--- src/rtl/branch_resolve.sv ---
// Branch resolve stage: decides taken/not-taken, issues a one-cycle PC
// redirect, squashes younger stages for FLUSH_DEPTH cycles and gates
// register-file writeback of conditionally executed instructions.
//
// state | meaning
// IDLE  | waiting for a branch in the resolve stage
// FLUSH | younger stages squashed, branches ignored
module branch_resolve #(
    parameter int PC_WIDTH    = 9,
    parameter int FLUSH_DEPTH = 3,
    parameter int CNT_WIDTH   = 16
) (
    input  logic                 clk,
    input  logic                 rst,
    input  logic                 br_valid_i,
    input  logic                 br_uncond_i,
    input  logic                 cond_pass_i,
    input  logic [PC_WIDTH-1:0]  br_target_i,
    input  logic                 wb_we_i,
    input  logic                 cond_exec_i,
    output logic                 pc_load_o,
    output logic [PC_WIDTH-1:0]  pc_target_o,
    output logic                 flush_o,
    output logic                 busy_o,
    output logic                 rf_we_o,
    output logic [CNT_WIDTH-1:0] taken_cnt_o
);

    typedef enum logic {
        IDLE  = 1'b0,
        FLUSH = 1'b1
    } state_t;

    // FLUSH_DEPTH tops out at 15, so four bits always hold the count.
    localparam logic [3:0] FLUSH_LOAD = 4'(FLUSH_DEPTH - 1);

    state_t     state;
    logic [3:0] flush_cnt;
    logic       take;

    assign take = br_valid_i & (br_uncond_i | cond_pass_i);

    // Flushed instructions never write; conditional ones only when the condition passes.
    assign rf_we_o = wb_we_i & ~flush_o & (~cond_exec_i | cond_pass_i);

    // Branch FSM with registered redirect, flush and taken counter.
    always_ff @(posedge clk) begin
        if (rst) begin
            state       <= IDLE;
            flush_cnt   <= '0;
            pc_load_o   <= 1'b0;
            pc_target_o <= '0;
            flush_o     <= 1'b0;
            busy_o      <= 1'b0;
            taken_cnt_o <= '0;
        end else begin
            pc_load_o <= 1'b0;
            case (state)
                IDLE: begin
                    if (take) begin
                        state       <= FLUSH;
                        flush_cnt   <= FLUSH_LOAD;
                        pc_load_o   <= 1'b1;
                        pc_target_o <= br_target_i;
                        flush_o     <= 1'b1;
                        busy_o      <= 1'b1;
                        if (taken_cnt_o != '1) begin
                            taken_cnt_o <= taken_cnt_o + CNT_WIDTH'(1);
                        end
                    end
                end
                FLUSH: begin
                    if (flush_cnt == 4'd0) begin
                        state   <= IDLE;
                        flush_o <= 1'b0;
                        busy_o  <= 1'b0;
                    end else begin
                        flush_cnt <= flush_cnt - 4'd1;
                    end
                end
                default: begin
                    state   <= IDLE;
                    flush_o <= 1'b0;
                    busy_o  <= 1'b0;
                end
            endcase
        end
    end

endmodule

--- config.mk ---
export PLATFORM = sky130hd
export DESIGN_NAME = branch_resolve
export DESIGN_NICKNAME = d
export VERILOG_FILES = /design/src/rtl/branch_resolve.sv
export SDC_FILE = /design/constraint.sdc
export NUM_CORES = 1
export LEC_CHECK = 0
export CAP_MARGIN = 20
export CORE_MARGIN = 2
export CORE_UTILIZATION = 45
export DETAILED_ROUTE_END_ITERATION = 8
export PLACE_DENSITY = 0.85
export SLEW_MARGIN = 20
export SYNTH_ARGS = -nofsm -noshare
export SYNTH_HDL_FRONTEND = slang
export SYNTH_SLANG_ARGS = --single-unit
--- constraint.sdc ---
create_clock -name clk -period 2 [get_ports clk]
set_input_delay 0.4 -clock clk [delete_from_list [all_inputs] [get_ports clk]]
set_output_delay 0.4 -clock clk [all_outputs]
set_load 0.05 [all_outputs]
==> results of run 1 <==
[routing by layer]
layer,track usage [%],vias to the layer above,wire (um)
li1,-,763,-
met1,25.2,691,1650
met2,30.4,43,1790
met3,6.21,11,165
met4,9.73,0,91
met5,0,-,0
[logic make-up (layout without fill, tap and decap cells)]
group,count (synthesis),in the layout,synth area share (%)
fa+ha+maj,3,3,2.47
simple gates,91,91,32.6
mux,7,7,5.11
xor+xnor,1,1,0.577
flops,32,32,42.2
compound gates,33,33,13.0
buf+inv,15,69,4.04
[registers in the layout, summed over array words and instances (netlist names)]
name         cells
taken_cnt_o     16
pc_target_o      9
flush_cnt        4
busy_o           1
pc_load_o        1
state            1
[power breakdown]
part	internal, mW	total, mW	leakage [nW]	switching [mW]
Combinational	0.111	0.263	0.604	0.152
Clock	0.260	0.498	0.0412	0.237
Sequential	0.662	0.680	0.265	0.0181
Total	1.03	1.44	0.910	0.408
[worst max path at each step]
stage | startpoint | endpoint | slack [ps]
after detailed placement | br_valid_i | taken_cnt_o[13] | -420
after CTS | busy_o | flush_o | 3
after global routing | taken_cnt_o[4] | taken_cnt_o[4] | 8
final | taken_cnt_o[4] | taken_cnt_o[4] | 40
after global placement | br_valid_i | taken_cnt_o[13] | -330
after floorplan | taken_cnt_o[10] | taken_cnt_o[13] | -40
[Yosys cell counts, drive strengths merged (4+ instances only)]
library cell  instances
nor2                 11
o21ai                 4
nor4                  7
clkbuf                8
or4                   5
mux2                  6
nand2                26
a21oi                19
nand4                 5
inv                   5
nor3                  8
o31ai                 4
nand3                 7
dfxtp                32
nor2b                 7
[final cells by class]
class | count | area [um^2] | area share [%]
Clock buffer | 5 | 37.5 | 1.70
Clock inverter | 3 | 42.5 | 1.92
Inverter | 5 | 18.8 | 0.849
Multi-Input combinational cell | 135 | 837 | 37.9
Sequential cell | 32 | 652 | 29.5
Tap cell | 46 | 57.6 | 2.60
Timing Repair Buffer | 56 | 566 | 25.6
==> flow_metrics.py, run 1 <==
metrics = {
    "drt": {
        "avgRoutedWirePerCell_um": 13.1,
        "postRouteAntennaNets": 0,
        "drt_iter0_drc": 48,
        "routed-via-count": 1508,
        "drtPass1Iterations": 4,
        "via_per_inst": 5.35,
        "routed_wl_um": 3690,
        "drcViolationCount": 0,
    },
    "timing": {
        "finClkSkew_ps": 13.0,
        "max_freq_ghz": 0.510,
        "hold_slack_ps": 460,
        "final_hold_viol_count": 0,
        "slew_viol_final": 0,
        "min_period_ps": 1960,
        "finalSetupTns_ps": 0,
        "fin_crit_sh_pct": 98.0,
        "slew_headroom_pct": 66.0,
        "worst_slack_ps": 39.6,
        "rsz0062_at_grt": "false",
        "finalSetupViolations": 0,
        "tightest_slew_ps": 509,
    },
    "clock_tree": {
        "cts_setup_buffers": 0,
        "cts_resized": 6,
        "cts-hold-fix-buffers": 0,
        "cts_num_sinks": 32,
        "clk_path_buf_depth": 2,
        "cts-root-buf": "clkbuf_4",
        "numCtsBuffers": 5,
        "path_clk_slew_ps": 110,
        "htreeDepth": 2,
        "cts_tree": "yes",
        "clk_latency_ps": 350,
    },
    "floorplanning": {
        "fp-row-count": 21,
        "dieHeight_um": 62.1,
        "coreArea_um2": 3280,
        "io_pins": 45,
        "dieArea_um2": 3850,
        "initial_core_util_pct": 46.2,
        "die_w_um": 62.1,
    },
    "min_path": {
        "min_to": "pc_target_o[3]",
        "hold_start": "pc_target_o[3]",
        "hold_depth": 2,
        "hold_class": "flip-flop to flip-flop",
    },
    "placed_design": {
        "post-place-ws_ps": -425,
        "port_buffers": 44,
        "place_hpwl_um": 2640,
        "gp_congestion": 0.860,
        "place_area_um2": 2100,
        "dp_cells": 274,
    },
    "grt": {
        "grt_usage_pct": 19.8,
        "overflow": 0,
        "grt_pass1_vias": 1255,
        "grt_pass1_wl_um": 5550,
        "grt_start_max_net_pins": 39,
        "grt_antenna_before_repair": 0,
    },
    "synthesis": {
        "yosys.area.top_type": "dfxtp_1",
        "synth_edf_count": 0,
        "synth_nets": 201,
        "ys_types": 37,
        "synth-main-ff-cell": "dfxtp_1",
        "yosys_register_bits": 32,
        "synth_area_leaders": "dfxtp_1 (42%), nand2_1 (6.4%), a21oi_1 (6.3%)",
        "ys_warn_count": 0,
        "synth.top_cell.area_share_pct": 42.2,
        "syn_inst": 182,
        "yosysSeqAreaShare_pct": 42.2,
        "avgSynthCellArea_um2": 8.34,
        "async_reset_ff_share_pct": 0,
        "syn-cell-area_um2": 1520,
    },
    "cells_and_area": {
        "finish.instance_area_um2": 2210,
        "antenna_cells": 0,
        "syn_to_final_growth_pct": 45.7,
        "n_fill_cell": 274,
        "mostFrequentLayoutCells": "clkdlybuf4s50_1 (30), nand2_1 (26), dfxtp_1 (23)",
        "drive_gt1_share_pct": 19.5,
        "final_nets": 254,
        "layout_commonest_cell": "clkdlybuf4s50_1",
        "instances_no_fill": 282,
        "fin_util_pct": 67.3,
    },
    "critical_path": {
        "crit_buf_inv": 1,
        "cpMaxStageDelayCell": "clkdlybuf4s50_1",
        "crit_chain": "clkdlybuf4s50_1",
        "crit_family": "buffers and inverters",
        "reg2reg_slack_ps": 150,
        "worst_ep_required_time_ps": 1600,
        "cp_max_fo": 6,
        "cp_slowest_stage_delay_ps": 820,
        "r2r.worst_path.cells": 5,
        "crit_type": "flip-flop to output pin",
        "cp_num_cells": 1,
        "r2r-start": "state",
        "cp-end-kind": "output pin",
        "timing.rr.end": "taken_cnt_o[5]",
        "worstPathArrival_ps": 1560,
        "worstSetupStartpointType": "flip-flop",
    },
    "power_and_ir_drop": {
        "total_power_mw": 1.44,
        "p_leak_nw": 0.910,
        "ir_drop_uv": 525,
        "powerDensity_nw_per_um2": 652,
    },
    "run": {
        "drv_cap": 0,
    },
    "status": {
        "status": "finished clean",
    },
}
No activity file was read; power rests on OpenSTA's default activity.
==> run 2: changes to the inputs <==
Settings changed: HOLD_SLACK_MARGIN from default to 0.02, RECOVER_POWER from default to 100, SLEW_MARGIN 20 to 10.
==> flow_metrics.py, run 2 (same netlist as run 1, synthesis figures left out) <==
metrics = {
    "floorplanning": {
        "dieArea_um2": 3850,
        "initial_core_util_pct": 46.2,
        "coreArea_um2": 3280,
        "dieHeight_um": 62.1,
        "io_pins": 45,
        "die_w_um": 62.1,
        "fp-row-count": 21,
    },
    "drt": {
        "routed-via-count": 1512,
        "via_per_inst": 5.36,
        "drt_iter0_drc": 48,
        "avgRoutedWirePerCell_um": 13.1,
        "routed_wl_um": 3680,
        "postRouteAntennaNets": 0,
        "drtPass1Iterations": 4,
        "drcViolationCount": 0,
    },
    "critical_path": {
        "r2r-start": "state",
        "r2r.worst_path.cells": 5,
        "cp-end-kind": "output pin",
        "crit_chain": "clkdlybuf4s50_1",
        "cp_num_cells": 1,
        "crit_type": "flip-flop to output pin",
        "cp_max_fo": 3,
        "worstSetupStartpointType": "flip-flop",
        "cpMaxStageDelayCell": "clkdlybuf4s50_1",
        "worst_ep_required_time_ps": 1600,
        "crit_family": "buffers and inverters",
        "timing.rr.end": "taken_cnt_o[5]",
        "cp_slowest_stage_delay_ps": 820,
        "worstPathArrival_ps": 1560,
        "reg2reg_slack_ps": 100,
        "crit_buf_inv": 1,
    },
    "power_and_ir_drop": {
        "ir_drop_uv": 524,
        "p_clk_share_pct": 34.7,
        "pwr-share-comb_pct": 17.7,
        "sw_frac_of_total_pct": 28.4,
        "p_sw_mw": 0.405,
        "p_int_mw": 1.02,
        "p_leak_nw": 0.731,
        "powerDensity_nw_per_um2": 675,
        "pwr-share-seq_pct": 47.6,
        "total_power_mw": 1.43,
    },
    "cells_and_area": {
        "syn_to_final_growth_pct": 39.4,
        "mostFrequentLayoutCells": "clkdlybuf4s50_1 (30), nand2_1 (26), dfxtp_1 (23)",
        "top_regs": "taken_cnt_o: 16 flops, pc_target_o: 9 flops, flush_cnt: 4 flops",
        "layout_commonest_cell": "clkdlybuf4s50_1",
        "final_nets": 254,
        "finish.instance_area_um2": 2120,
        "largest_register_ffs": 16,
        "drive_gt1_share_pct": 17.4,
        "fin_util_pct": 64.4,
        "regMostFlops": "taken_cnt_o",
        "antenna_cells": 0,
    },
    "run": {
        "drv_cap": 0,
    },
    "timing": {
        "finalSetupViolations": 0,
        "min_period_ps": 1960,
        "slew_headroom_pct": 59.9,
        "rsz0062_at_grt": "false",
        "finClkSkew_ps": 11.5,
        "max_freq_ghz": 0.510,
        "finalSetupTns_ps": 0,
        "final_hold_viol_count": 0,
        "slew_viol_final": 0,
        "fin_crit_sh_pct": 98.0,
        "worst_slack_ps": 39.7,
        "tightest_slew_ps": 605,
    },
    "clock_tree": {
        "htreeDepth": 2,
        "numCtsBuffers": 5,
        "cts-root-buf": "clkbuf_4",
        "cts_setup_buffers": 0,
        "path_clk_slew_ps": 110,
        "clk_latency_ps": 350,
        "cts-hold-fix-buffers": 0,
        "cts_num_sinks": 32,
        "clk_path_buf_depth": 2,
        "cts_tree": "yes",
    },
    "placed_design": {
        "place_hpwl_um": 2640,
        "post-place-ws_ps": -425,
        "place_area_um2": 2100,
        "port_buffers": 44,
        "gp_congestion": 0.860,
    },
    "grt": {
        "grt_pass1_vias": 1255,
        "grt_usage_pct": 19.8,
        "grt_pass1_wl_um": 5550,
        "grt_start_max_net_pins": 39,
        "overflow": 0,
        "grt_antenna_before_repair": 0,
    },
    "min_path": {
        "hold_start": "pc_target_o[3]",
        "min_to": "pc_target_o[3]",
        "hold_depth": 2,
        "hold_class": "flip-flop to flip-flop",
    },
    "status": {
        "status": "finished clean",
    },
}
-- run 2: cell count changes in the layout (fill, tap and decap cells not counted), sizes merged --
cell          previous run  this run
clkbuf                   5        18
buf                     14         9
dlymetal6s2s             8         0
-- run 2: timing repair --
action,in CTS,in global routing
cloned,0,0
resized for setup,6,9
endpoints found under the setup margin,5,9
-- run 2: layer usage --
| layer | global-route usage [%] | wire length, um | vias to the layer above |
|---|---|---|---|
| met5 | 0 | 0 | - |
| met4 | 9.73 | 81 | 0 |
| met3 | 6.21 | 161 | 9 |
| met2 | 30.4 | 1810 | 46 |
| met1 | 25.2 | 1630 | 697 |
| li1 | - | - | 760 |
-- run 2: power groups by stage --
| stage | Sequential, mW | Clock, mW | Combinational (mW) |
|---|---|---|---|
| finish | 0.680 | 0.496 | 0.253 |
| detailed placement | 0.695 | 0 | 0.262 |
| floorplan | 0.752 | 0 | 0.102 |
| global placement | 0.694 | 0 | 0.259 |
| CTS | 0.680 | 0.508 | 0.264 |
| global route | 0.684 | 0.539 | 0.272 |
-- run 2: how the worst max path moves through the flow --
stage               startpoint               to  slack [ps]
2_1_floorplan  taken_cnt_o[10]  taken_cnt_o[13]         -40
3_3_place_gp        br_valid_i  taken_cnt_o[13]        -330
3_5_place_dp        br_valid_i  taken_cnt_o[13]        -420
4_1_cts                 busy_o          flush_o           3
5_1_grt         taken_cnt_o[4]   taken_cnt_o[4]           8
6_report       taken_cnt_o[15]  taken_cnt_o[15]          40
-- run 2: metrics by stage --
| stage | instances | hold WS, ps |
|---|---|---|
| after global routing | 282 | 476 |
| after floorplan | 182 | 441 |
| final | 282 | 460 |
| after CTS | 282 | 461 |
| after detailed placement | 274 | 446 |
| after global placement | 274 | 442 |
-- run 2: layout make-up --
cell class	count	area, um^2
clock inverter	3	42.5
timing repair buffer	56	480
sequential	32	652
fill	298	1170
inverter	5	18.8
tap	46	57.6
clock buffer	5	37.5
multi-input combinational	135	827
==> run 3: changes to the inputs <==
Settings changed: CTS_BUF_LIST from default to sky130_fd_sc_hd__clkbuf_4 sky130_fd_sc_hd__clkbuf_8.
==> results of run 3 <==
No change in the layout: final DEF, timing and power equal those of run 2.
